File: src/rtl/alu_arb_pkg.sv
// ============================================================================
//  Module      : alu_arb_pkg
//  Description : Shared definitions for the ALU share arbiter: ALU operation
//                encodings, grant-statistics counter width and a saturating
//                increment helper.
//  Revision    : 1.0 - initial release
// ============================================================================
`default_nettype none

package alu_arb_pkg;

    // ALU operation select encodings
    typedef enum logic [1:0] {
        OP_ADD = 2'b00,
        OP_SUB = 2'b01,
        OP_AND = 2'b10,
        OP_OR  = 2'b11
    } alu_op_e;

    // Width of each per-requester grant counter
    localparam int CNT_W = 16;
    localparam logic [CNT_W-1:0] CNT_MAX = '1;

    // Increment that sticks at all-ones instead of wrapping
    function automatic logic [CNT_W-1:0] sat_inc(input logic [CNT_W-1:0] v);
        return (v == CNT_MAX) ? v : v + 1'b1;
    endfunction

endpackage

`default_nettype wire

File: src/rtl/alu_unit.sv
// ============================================================================
//  Module      : ALU_Unit
//  Description : Purely combinational ALU shared by both requesters.
//  Ports       : a_i, b_i  - operands (BITS)
//                sel_i     - operation (add/sub/and/or)
//                y_o       - result (BITS), sub wraps modulo 2^BITS
//  Revision    : 1.0 - initial release
// ============================================================================
`default_nettype none

module ALU_Unit
    import alu_arb_pkg::*;
#(
    parameter int BITS = 64
) (
    input  logic [BITS-1:0] a_i,
    input  logic [BITS-1:0] b_i,
    input  logic [1:0]      sel_i,
    output logic [BITS-1:0] y_o
);

    always_comb begin
        y_o = '0;
        case (alu_op_e'(sel_i))
            OP_ADD:  y_o = a_i + b_i;
            OP_SUB:  y_o = a_i - b_i;
            OP_AND:  y_o = a_i & b_i;
            OP_OR:   y_o = a_i | b_i;
            default: y_o = '0;
        endcase
    end

endmodule

`default_nettype wire

File: src/rtl/alu_share_arbiter.sv
// ============================================================================
//  Module      : alu_share_arbiter
//  Description : Two requesters share one ALU. A round-robin pointer picks a
//                requester under contention; the result is registered in a
//                single output slot with valid/ready handshake and full
//                throughput (drain and refill on the same edge).
//  Ports       : clk, rst_n (sync, active-low)
//                reqN_valid/ready, reqN_a/b/sel  - requester N operation
//                res_valid/ready, res_data/zero/id - result slot
//                grant_cnt0/1 - saturating accept counters
//  Config      : define ALU_ARB_STATS_EN to build the grant counters;
//                otherwise they read as zero.
//  Revision    : 1.0 - initial release
// ============================================================================
`default_nettype none

module alu_share_arbiter
    import alu_arb_pkg::*;
#(
    parameter int BITS = 64
) (
    input  logic             clk,
    input  logic             rst_n,
    input  logic             req0_valid,
    input  logic             req1_valid,
    output logic             req0_ready,
    output logic             req1_ready,
    input  logic [BITS-1:0]  req0_a,
    input  logic [BITS-1:0]  req0_b,
    input  logic [BITS-1:0]  req1_a,
    input  logic [BITS-1:0]  req1_b,
    input  logic [1:0]       req0_sel,
    input  logic [1:0]       req1_sel,
    output logic             res_valid,
    input  logic             res_ready,
    output logic [BITS-1:0]  res_data,
    output logic             res_zero,
    output logic             res_id,
    output logic [CNT_W-1:0] grant_cnt0,
    output logic [CNT_W-1:0] grant_cnt1
);

    logic            res_valid_q, res_valid_d;
    logic [BITS-1:0] res_data_q,  res_data_d;
    logic            res_zero_q,  res_zero_d;
    logic            res_id_q,    res_id_d;
    logic            ptr_q,       ptr_d;

    logic            slot_free;
    logic            gnt0, gnt1;
    logic            acc0, acc1, acc;
    logic [BITS-1:0] op_a, op_b, alu_y;
    logic [1:0]      op_sel;

    // Arbitration: a lone requester always wins; under contention the
    // pointer picks. Ready is forced low while reset is asserted.
    always_comb begin
        slot_free  = !res_valid_q || res_ready;
        gnt0       = req0_valid && (!req1_valid || !ptr_q);
        gnt1       = req1_valid && (!req0_valid ||  ptr_q);
        req0_ready = rst_n && slot_free && gnt0;
        req1_ready = rst_n && slot_free && gnt1;
        acc0       = req0_valid && req0_ready;
        acc1       = req1_valid && req1_ready;
        acc        = acc0 || acc1;
        op_a       = gnt1 ? req1_a   : req0_a;
        op_b       = gnt1 ? req1_b   : req0_b;
        op_sel     = gnt1 ? req1_sel : req0_sel;
    end

    ALU_Unit #(
        .BITS (BITS)
    ) u_alu (
        .a_i   (op_a),
        .b_i   (op_b),
        .sel_i (op_sel),
        .y_o   (alu_y)
    );

    always_comb begin
        res_valid_d = res_valid_q;
        res_data_d  = res_data_q;
        res_zero_d  = res_zero_q;
        res_id_d    = res_id_q;
        ptr_d       = ptr_q;
        if (acc) begin
            // New accept overwrites the slot even if it is draining now
            res_valid_d = 1'b1;
            res_data_d  = alu_y;
            res_zero_d  = (alu_y == '0);
            res_id_d    = acc1;
            ptr_d       = !acc1;
        end else if (res_ready) begin
            // Drain only; payload is kept, just marked empty
            res_valid_d = 1'b0;
        end
    end

    always_ff @(posedge clk) begin
        if (!rst_n) begin
            res_valid_q <= 1'b0;
            res_data_q  <= '0;
            res_zero_q  <= 1'b0;
            res_id_q    <= 1'b0;
            ptr_q       <= 1'b0;
        end else begin
            res_valid_q <= res_valid_d;
            res_data_q  <= res_data_d;
            res_zero_q  <= res_zero_d;
            res_id_q    <= res_id_d;
            ptr_q       <= ptr_d;
        end
    end

    assign res_valid = res_valid_q;
    assign res_data  = res_data_q;
    assign res_zero  = res_zero_q;
    assign res_id    = res_id_q;

`ifdef ALU_ARB_STATS_EN
    logic [CNT_W-1:0] cnt0_q, cnt1_q;

    always_ff @(posedge clk) begin
        if (!rst_n) begin
            cnt0_q <= '0;
            cnt1_q <= '0;
        end else begin
            if (acc0) cnt0_q <= sat_inc(cnt0_q);
            if (acc1) cnt1_q <= sat_inc(cnt1_q);
        end
    end

    assign grant_cnt0 = cnt0_q;
    assign grant_cnt1 = cnt1_q;
`else
    assign grant_cnt0 = '0;
    assign grant_cnt1 = '0;
`endif

endmodule

`default_nettype wire

File: config.mk
export PLATFORM = sky130hd
export DESIGN_NAME = alu_share_arbiter
export DESIGN_NICKNAME = d
export VERILOG_FILES = /design/src/rtl/alu_arb_pkg.sv /design/src/rtl/alu_unit.sv /design/src/rtl/alu_share_arbiter.sv
export SDC_FILE = /design/constraint.sdc
export NUM_CORES = 1
export LEC_CHECK = 0
export ABC_AREA = 1
export BUFFER_PORTS_ARGS = -buffer_cell sky130_fd_sc_hd__buf_4
export CORE_MARGIN = 3
export CORE_UTILIZATION = 52
export CTS_CLUSTER_SIZE = 24
export DETAILED_ROUTE_END_ITERATION = 8
export PLACE_DENSITY = 0.81
export SLEW_MARGIN = 20
export SYNTH_ARGS = -nofsm -noshare
export SYNTH_HDL_FRONTEND = slang
export SYNTH_SLANG_ARGS = --single-unit
File: constraint.sdc
create_clock -name clk -period 5.7 [get_ports clk]
set_clock_uncertainty 0.15 [all_clocks]
set_input_delay 0.285 -clock clk [delete_from_list [all_inputs] [get_ports clk]]
set_output_delay 0.285 -clock clk [all_outputs]
set_load 0.005 [all_outputs]
==> flow_summary.yaml <==
run_status:
  status: "complete, no violations"
routing:
  vias_per_cell: 5.79
  totalWireLength_um: 65200
  num_vias: 18766
  ant_nets: 0
  drt_iter0_drc: 3051
  drt-pass1-iter-count: 6
  drc: 0
  wl_per_cell_um: 20.1
hold_path:
  hold_end: "res_valid"
  hold_depth: 4
  min_from: "res_ready"
  hp-class: "in2reg"
yosys:
  synthDistinctLibCells: 51
  ys_seq_area_share_pct: 9.95
  avgSynthCellArea_um2: 5.27
  async_flop_share_pct: 0
  ys_seq_elements: 68
  yosys_warnings: 0
  dominantRegCellSynth: "dfxtp_1"
  netlist_area_um2: 13700
  netlist_instances: 2597
  synth_edf_count: 0
place:
  dp_hpwl_um: 53400
  gp_congestion: 1.11
  port_buffers: 333
  pre_cts_ws_ns: 0.0918
clock_tree:
  clkSinkCount: 68
  clk_pin_slew_ns: 0.06
  numCtsBuffers: 9
  cts_root_buffer: "clkbuf_16"
  cts_hold_buffers: 0
  htree_levels: 3
  clock_path_buffers: 2
  cts_tree: "done"
  worstSkewPairLatency_ns: 0.33
layout:
  drive_gt1_share_pct: 18.1
  area_delta_synth_final_pct: 23.1
  finalNetCount: 3239
  nFillCells: 2389
  final_core_util_pct: 65.9
  diodes: 0
sta:
  slew_headroom_pct: 24.5
  hold_violations: 0
  worst_slack_ns: 0.301
  slew_violations: 0
  tns_ns: 0
  worstMarginPinSlew_ns: 1.13
  rsz0062_at_grt: "no"
  setup_viol: 0
  hold_ws_ns: 0.0774
  min_period_ns: 5.40
  max_clock_freq_ghz: 0.185
  fin_crit_sh_pct: 94.7
die:
  rows: 58
  die-area_um2: 28300
  pin_count: 366
  fp.coreArea_um2: 25500
  die_w_um: 168
  die_h_um: 168
  initial_core_util_pct: 53.5
grt:
  antenna_found_initial: 0
  grt_max_degree: 72
  grt.total_usage_pct: 42.4
  grt_pass1_vias: 16727
  grt_overflow: 0
  grt_pass1_wl_um: 93900
worst_setup_path:
  r2r_start: "ptr_q"
  cp.required_ns: 5.77
  critPathLaunch: "ptr_q"
  reg2reg_depth: 35
  path_max_fanout: 6
  start_kind: "flop"
  end_kind: "flop"
  cpMaxStageDelayCell: "o21ai_0"
  reg2reg_to: "res_zero"
  cp.arrival_ns: 5.46
  crit_type: "reg2reg"
  ff2ff_setup_slack_ns: 0.30
  cpPeakStageDelay_ns: 0.57
job:
  cap_viol_max_count: 0
pwr:
  vdd_drop_max_v: 0.000300
  p_leak_nw: 9.56
  total_power_mw: 4.42
  powerDensity_nw_per_um2: 263
-- where the power goes --
group          internal, mW  switching [mW]
sequential            0.540          0.0451
combinational          1.04            2.22
clock                 0.350           0.222
-- sequential cells by signal, summed over array words and instances (netlist names) --
signal,count
res_id,1
res_data,64
ptr_q,1
res_zero,1
res_valid,1
-- timing repair --
| action | CTS | global route |
|---|---|---|
| buffers inserted | 0 | 4 |
| resized for setup | 0 | 34 |
| endpoints found under the setup margin | 0 | 4 |
-- worst max-delay path: cells and delay by family (launching register included) --
kind / cells / cell delay [ns]
flip-flops: 1 / 0.37
AND/OR/NAND/NOR: 23 / 2.51
adder cells (fa/ha/maj): 2 / 0.61
AO/OA/AOI/OAI: 5 / 1.07
buffers and inverters: 4 / 0.38
XOR/XNOR: 1 / 0.20
-- Yosys cell counts, types with 2 or more instances --
library cell / n / share of area, %
nor4_1: 7 / 0.32
o211ai_1: 34 / 1.9
nor2_1: 248 / 6.8
nand3b_1: 13 / 0.71
clkinv_1: 2 / 0.055
nand2_1: 734 / 20
a21oi_1: 138 / 5.1
nor3_1: 17 / 0.62
buf_2: 8 / 0.29
nand2_4: 3 / 0.25
buf_6: 12 / 0.99
nand4_1: 18 / 0.82
a21oi_2: 6 / 0.38
mux2i_1: 6 / 0.44
nor2_2: 8 / 0.37
xor2_1: 65 / 4.2
inv_2: 11 / 0.30
o31ai_1: 5 / 0.27
a31oi_1: 34 / 1.6
o21ai_1: 32 / 1.2
nor2_4: 4 / 0.33
o21ai_0: 158 / 5.8
clkbuf_1: 47 / 1.3
dfxtp_1: 68 / 10
o21bai_1: 47 / 2.6
and3_1: 2 / 0.091
nand3_1: 143 / 5.2
inv_1: 520 / 14
xnor2_1: 2 / 0.13
o21ai_2: 28 / 1.8
a21boi_0: 2 / 0.11
buf_4: 36 / 2.0
ha_1: 66 / 6.0
and2_1: 6 / 0.27
nor3_2: 2 / 0.15
or2_2: 35 / 1.6
o21a_1: 5 / 0.27
nand2_2: 10 / 0.46
nand3_2: 3 / 0.22
-- layout by cell type (no fill, tap or decap), types with 63 or more instances in the layout --
cell / n
nand2_1: 726
inv_1: 519
buf_4: 368
nor2_1: 241
o21ai_0: 153
nand3_1: 143
a21oi_1: 135
dfxtp_1: 68
xor2_1: 65
ha_1: 63
-- logic make-up after synthesis --
logic type	after synthesis	share of synthesized area, %
and+or+nand+nor	1257	38.7
AOI/OAI and AO/OA	493	21.1
muxes	6	0.439
other	1	0.0274
DFF	68	9.95
xor gates and xnor gates	67	4.29
buffers and inverters	638	19.4
adders and majority gates	67	6.18
-- cell type report --
type	instances	area, µm²	share of cell area (%)
timing repair buffer	372	2850	16.9
sequential	68	1360	8.09
inverter	533	2000	11.9
tap	330	413	2.45
clock inverter	6	63.8	0.379
clock buffer	10	239	1.42
multi-input combinational	1923	9910	58.9
-- through the flow --
stage                     std cells  area, µm²
final                          3242      16800
after global routing           3242      16800
after CTS                      3236      16700
after detailed placement       3220      16400
after global placement         3220      16400
after floorplan                2628      13800
-- how the worst max path moves through the flow --
stage	to	slack, ns	cells past startpoint
5_1_grt	res_zero	0.009	36
4_1_cts	res_zero	0.12	36
2_1_floorplan	res_zero	1.08	35
3_3_place_gp	res_zero	0.19	36
3_5_place_dp	res_zero	0.09	36
6_report	res_zero	0.30	35
-- per-layer routing --
| layer | wire [µm] | global-route usage [%] | vias to the layer above |
|---|---|---|---|
| met5 | 0 | 0 | - |
| met4 | 2570 | 13.7 | 0 |
| met3 | 9880 | 12.7 | 197 |
| met2 | 27200 | 63.1 | 1415 |
| met1 | 25500 | 58.7 | 8477 |
| li1 | - | - | 8677 |
No activity file was read; power rests on OpenSTA's default activity.
